### src/rtl/rect_drawer.sv
`default_nettype none
// ============================================================================
// Module   : rect_drawer
// Brief    : Row-major rectangle rasteriser (filled or outline) emitting one
//            pixel coordinate per valid/ready beat. Optional screen clipping
//            is enabled by defining RECT_DRAWER_CLIP_EN.
// Revision : 1.0 - initial release
// ============================================================================
module rect_drawer #(
    parameter int COORD_W  = 11,
    parameter int SCREEN_W = 640,
    parameter int SCREEN_H = 480
) (
    input  logic               clk,
    input  logic               reset,
    input  logic               start,
    input  logic [COORD_W-1:0] x0,
    input  logic [COORD_W-1:0] y0,
    input  logic [COORD_W-1:0] w,
    input  logic [COORD_W-1:0] h,
    input  logic               fill,
    input  logic               pix_ready,
    output logic               pix_valid,
    output logic [COORD_W-1:0] x,
    output logic [COORD_W-1:0] y,
    output logic               busy,
    output logic               done
);

    typedef enum logic [1:0] {
        S_IDLE = 2'd0,
        S_DRAW = 2'd1,
        S_DONE = 2'd2
    } state_t;

    state_t             state_q, state_d;
    logic [COORD_W-1:0] x0_q, x0_d;
    logic [COORD_W-1:0] y0_q, y0_d;
    logic [COORD_W-1:0] w_q, w_d;
    logic [COORD_W-1:0] h_q, h_d;
    logic               fill_q, fill_d;
    logic [COORD_W-1:0] cx_q, cx_d;
    logic [COORD_W-1:0] cy_q, cy_d;

    logic w_in_bounds;
    logic w_advance;
    logic w_last_col;
    logic w_last_row;
    logic w_edge_row;

`ifdef RECT_DRAWER_CLIP_EN
    // Bounds test is done one bit wider so origins near the top of the range never wrap back on screen.
    localparam logic [COORD_W:0] C_SCREEN_W = (COORD_W+1)'(SCREEN_W);
    localparam logic [COORD_W:0] C_SCREEN_H = (COORD_W+1)'(SCREEN_H);
    logic [COORD_W:0] w_x_ext;
    logic [COORD_W:0] w_y_ext;
    assign w_x_ext     = {1'b0, x0_q} + {1'b0, cx_q};
    assign w_y_ext     = {1'b0, y0_q} + {1'b0, cy_q};
    assign w_in_bounds = (w_x_ext < C_SCREEN_W) && (w_y_ext < C_SCREEN_H);
`else
    logic w_unused_screen;
    assign w_unused_screen = (SCREEN_W != 0) ^ (SCREEN_H != 0);
    assign w_in_bounds     = 1'b1;
`endif

    assign busy      = (state_q == S_DRAW);
    assign done      = (state_q == S_DONE);
    assign pix_valid = busy & w_in_bounds;
    assign x         = x0_q + cx_q;
    assign y         = y0_q + cy_q;

    // A clipped pixel is skipped without waiting for the consumer.
    assign w_advance  = busy & (pix_ready | ~w_in_bounds);
    assign w_last_col = (cx_q == w_q - COORD_W'(1));
    assign w_last_row = (cy_q == h_q - COORD_W'(1));
    assign w_edge_row = (cy_q == '0) | w_last_row;

    always_comb begin
        state_d = state_q;
        x0_d    = x0_q;
        y0_d    = y0_q;
        w_d     = w_q;
        h_d     = h_q;
        fill_d  = fill_q;
        cx_d    = cx_q;
        cy_d    = cy_q;
        case (state_q)
            S_IDLE: begin
                if (start) begin
                    x0_d   = x0;
                    y0_d   = y0;
                    w_d    = w;
                    h_d    = h;
                    fill_d = fill;
                    cx_d   = '0;
                    cy_d   = '0;
                    state_d = ((w == '0) || (h == '0)) ? S_DONE : S_DRAW;
                end
            end
            S_DRAW: begin
                if (w_advance) begin
                    if (w_last_col) begin
                        if (w_last_row) begin
                            state_d = S_DONE;
                        end else begin
                            cx_d = '0;
                            cy_d = cy_q + COORD_W'(1);
                        end
                    end else if (fill_q || w_edge_row) begin
                        cx_d = cx_q + COORD_W'(1);
                    end else begin
                        // Interior outline row: left edge straight to right edge.
                        cx_d = w_q - COORD_W'(1);
                    end
                end
            end
            S_DONE: begin
                if (!start) begin
                    state_d = S_IDLE;
                end
            end
            default: state_d = S_IDLE;
        endcase
    end

    always_ff @(posedge clk or posedge reset) begin
        if (reset) begin
            state_q <= S_IDLE;
            x0_q    <= '0;
            y0_q    <= '0;
            w_q     <= '0;
            h_q     <= '0;
            fill_q  <= 1'b0;
            cx_q    <= '0;
            cy_q    <= '0;
        end else begin
            state_q <= state_d;
            x0_q    <= x0_d;
            y0_q    <= y0_d;
            w_q     <= w_d;
            h_q     <= h_d;
            fill_q  <= fill_d;
            cx_q    <= cx_d;
            cy_q    <= cy_d;
        end
    end

endmodule
`default_nettype wire
### config.mk
export PLATFORM = sky130hd
export DESIGN_NAME = rect_drawer
export DESIGN_NICKNAME = d
export VERILOG_FILES = /design/src/rtl/rect_drawer.sv
export SDC_FILE = /design/constraint.sdc
export NUM_CORES = 1
export LEC_CHECK = 0
export BUFFER_PORTS_ARGS = -buffer_cell sky130_fd_sc_hd__buf_2
export CAP_MARGIN = 20
export CELL_PAD_IN_SITES_DETAIL_PLACEMENT = 0
export CELL_PAD_IN_SITES_GLOBAL_PLACEMENT = 1
export CORE_AREA = 4 4 106 108
export CTS_CLUSTER_DIAMETER = 80
export DETAILED_ROUTE_END_ITERATION = 6
export DIE_AREA = 0 0 110 112
export GPL_TIMING_DRIVEN = 0
export PLACE_DENSITY = 0.87
export SLEW_MARGIN = 15
export SYNTH_ARGS = -nofsm -noshare
export SYNTH_HDL_FRONTEND = slang
export SYNTH_SLANG_ARGS = --single-unit
### constraint.sdc
create_clock -name clk -period 8.2 [get_ports clk]
set_input_delay 1.64 -clock clk [delete_from_list [all_inputs] [get_ports clk]]
set_output_delay 1.64 -clock clk [all_outputs]
set_load 0.02 [all_outputs]
==> qor.yml <==
run_status:
  status: "completed"
synth:
  synth.most_common_cell: "dfrtp_1"
  synthTopCellsByArea: "dfrtp_1 (36%), mux2_2 (8.8%), ha_1 (6.4%)"
  synth_edf_count: 0
  synth_top_area_cell: "dfrtp_1"
  mappedNetlistArea_um2: 4850
  synth_compound_area_share_pct: 15.7
  synth_simple_gate_area_share_pct: 18.4
  synth_mux_area_share_pct: 10.1
  yosysUniqueCellTypes: 61
  ys_warn_count: 0
  async_flop_share_pct: 100
  syn_area_per_cell_um2: 9.29
  synth_top_area_share_pct: 35.6
  synthAdderAreaFrac_pct: 7.27
  postSynthCellCount: 522
  synth_top_family_by_area: "simple AND/OR/NAND/NOR gates"
  yosys-top-cells-count: "dfrtp_1 (69), nand2_1 (43), inv_1 (39)"
  syn_nets: 598
  ys_seq_area_share_pct: 35.6
  ys.flop_type: "dfrtp_1"
  yosys_register_bits: 69
  synth_xor_area_share_pct: 8.33
clock_tree:
  cts_inserted_buffers: 9
  cts_tree: "built"
  cts_setup_buffers: 0
  clock_latency_ns: 0.36
  htree_levels: 3
  clockRootBuffer: "clkbuf_8"
  cts.sinks: 69
  max-clock-path-buffers: 2
  cts_resized: 0
  hold_buffers: 0
  clk_pin_slew_ns: 0.08
setup_path:
  cp-start-kind: "flip-flop"
  rr_worst_depth: 11
  cp_top_family: "compound AO/OA/AOI/OAI gates"
  rrSetupSlack_ns: 4.82
  path_buf_inv: 2
  path_common_cell: "o21ai_0"
  cp_data_required_time_ns: 6.56
  r2r-end: "cx_q[2]"
  path_max_fanout: 8
  worstPathCellList: "ha_1 -> inv_1 -> fa_1 -> nor2b_1 -> o21ai_0 -> a21boi_0 -> o21ai_0 -> a21boi_0 -> o21ai_0 -> nand3_1 -> nor3b_1 -> buf_2"
  critPathKind: "flip-flop to primary output"
  cpMaxStageDelayCell: "dfrtp_1"
  crit_path_max_incr_delay_ns: 0.52
  r2r_start: "w_q[0]"
  cp.arrival_ns: 3.18
  critPathCaptureType: "primary output"
place:
  dp_hpwl_mm: 8.97
  place_area_um2: 5420
  io_buffers: 73
  place_congestion: 0.850
power_and_ir_drop:
  powerDensity_nw_per_um2: 384
  irDropWorstVdd_uv: 229
  power.leakage_nw: 2.48
timing:
  fmax_mhz: 207
  clock_skew_ns: 0.0112
  tns_ns: 0
  maxSlewViolCount: 0
  fin_crit_sh_pct: 58.8
  holdWs_ns: 0.503
  setup_viol: 0
  slew-limit-headroom_pct: 45.9
  worstMarginPinSlew_ns: 0.808
  rsz0062_at_grt: "false"
  period_minus_slack_ns: 4.82
  hold_viol: 0
job:
  cap_violations: 0
global_route:
  grt_usage_pct: 19.3
  grt_max_degree: 50
  grt_pass1_wl_mm: 18.9
  first_global_vias: 3904
  antenna_found_initial: 0
  overflow: 0
route:
  drt_first_pass_iters: 5
  wl_per_cell_um: 15.2
  ant_nets: 0
  route.detailed.drc: 0
  first_iter_violations: 226
  wl_mm: 11.4
  vias_per_cell: 5.48
  routed-via-count: 4096
floorplanning:
  num_io_pins: 74
  die_w_um: 110
  die_height_um: 112
  core_um2: 10200
  die-area_um2: 12300
  placementRows: 37
  start_util_pct: 47.4
finish:
  design_area_um2: 5640
  nets: 684
  area_growth_pct: 16.2
  antenna_cells: 0
  drive_above_1_share_pct: 22.4
hold_path:
  hp-class: "flip-flop to flip-flop"
  whs_endpoint: "state_q[0]"
  hp-start: "state_q[1]"
  worstHoldPathCells: 1
per-stage QoR:
step	setup slack (ns)	util, %	instances	total power [W]
2_1_floorplan	4.03	-	522	0.00155
3_3_place_gp	3.81	52.6	731	0.00183
3_5_place_dp	3.76	52.9	732	0.00187
4_1_cts	3.36	55.0	747	0.00218
5_1_grt	3.02	55.1	748	0.00235
6_report	3.38	55.1	748	0.00216
registers in the layout (all words and copies together) (netlist names):
name and cells:
y0_q 11, cy_q 11, cx_q 11, h_q 11
x0_q 11, state_q 2, w_q 11, fill_q 1
power by group:
part           internal, W  switching [W]  leakage [nW]  total [W]
Combinational     0.000543       0.000682          1.52    0.00122
Sequential        0.000480       0.000153         0.855   0.000632
Clock             0.000177       0.000128         0.105   0.000305
layout by cell type, fill, tap and decap left out, types with 3 or more instances in the layout:
| cell type | synthesis | final |
|---|---|---|
| buf_2 | 1 | 75 |
| dfrtp_1 | 69 | 69 |
| nand2_1 | 43 | 43 |
| inv_1 | 39 | 38 |
| mux2_2 | 38 | 38 |
| o21ai_0 | 38 | 38 |
| nor2_1 | 27 | 27 |
| ha_1 | 25 | 25 |
| xor2_1 | 22 | 22 |
| nand3_1 | 20 | 20 |
| a21oi_1 | 19 | 19 |
| xnor2_1 | 19 | 19 |
| clkbuf_1 | 14 | 15 |
| nor3_1 | 11 | 11 |
| clkbuf_8 | 0 | 10 |
| nor4_1 | 9 | 9 |
| a31oi_1 | 7 | 7 |
| nand4_1 | 7 | 7 |
| or4_1 | 7 | 7 |
| o211ai_1 | 7 | 7 |
| nand2b_1 | 6 | 6 |
| o31ai_1 | 6 | 6 |
| and2_1 | 6 | 6 |
| mux2i_1 | 6 | 6 |
| or3_1 | 6 | 6 |
| a21boi_0 | 5 | 5 |
| nor2b_1 | 5 | 5 |
| nor3b_1 | 4 | 4 |
| and3_1 | 4 | 4 |
| a22o_1 | 4 | 4 |
| o311ai_0 | 4 | 4 |
| nand3b_1 | 3 | 3 |
| a21o_1 | 3 | 3 |
| o41ai_1 | 3 | 3 |
| o21bai_1 | 3 | 3 |
cells by family (layout without fill, tap and decap cells):
group | after synthesis | in the layout
AND/OR/NAND/NOR | 168 | 168
AO/OA/AOI/OAI | 115 | 115
flip-flops | 69 | 69
buffers and inverters | 56 | 146
multiplexers | 44 | 44
XOR/XNOR | 43 | 43
adder cells (fa/ha/maj) | 27 | 27
layer usage:
layer	GRT usage (%)	part of all wire, %	wire, um	vias up
met4	6.07	1.3	143	0
met2	27.5	43	4930	104
met1	29.4	50	5640	1914
met3	3.42	5.7	643	10
met5	0	0	0	-
li1	-	-	-	2068
worst max-delay path by stage:
| stage | from | to | cells past startpoint |
|---|---|---|---|
| 6_report | cy_q[0] | y[10] | 12 |
| 5_1_grt | cy_q[0] | y[10] | 12 |
| 4_1_cts | cy_q[0] | y[10] | 12 |
| 3_5_place_dp | cy_q[0] | y[10] | 12 |
| 3_3_place_gp | cy_q[0] | y[10] | 12 |
| 2_1_floorplan | cy_q[0] | y[10] | 11 |
area by class of cell:
class / count / area [um^2]
multi-input combinational: 397 / 2900
timing repair buffer: 75 / 398
inverter: 39 / 149
clock inverter: 4 / 72.6
sequential: 69 / 1730
clock buffer: 11 / 141
tap: 136 / 170
buffer: 17 / 76.3
fill: 955 / 4600
No activity file was read; power rests on OpenSTA's default activity.
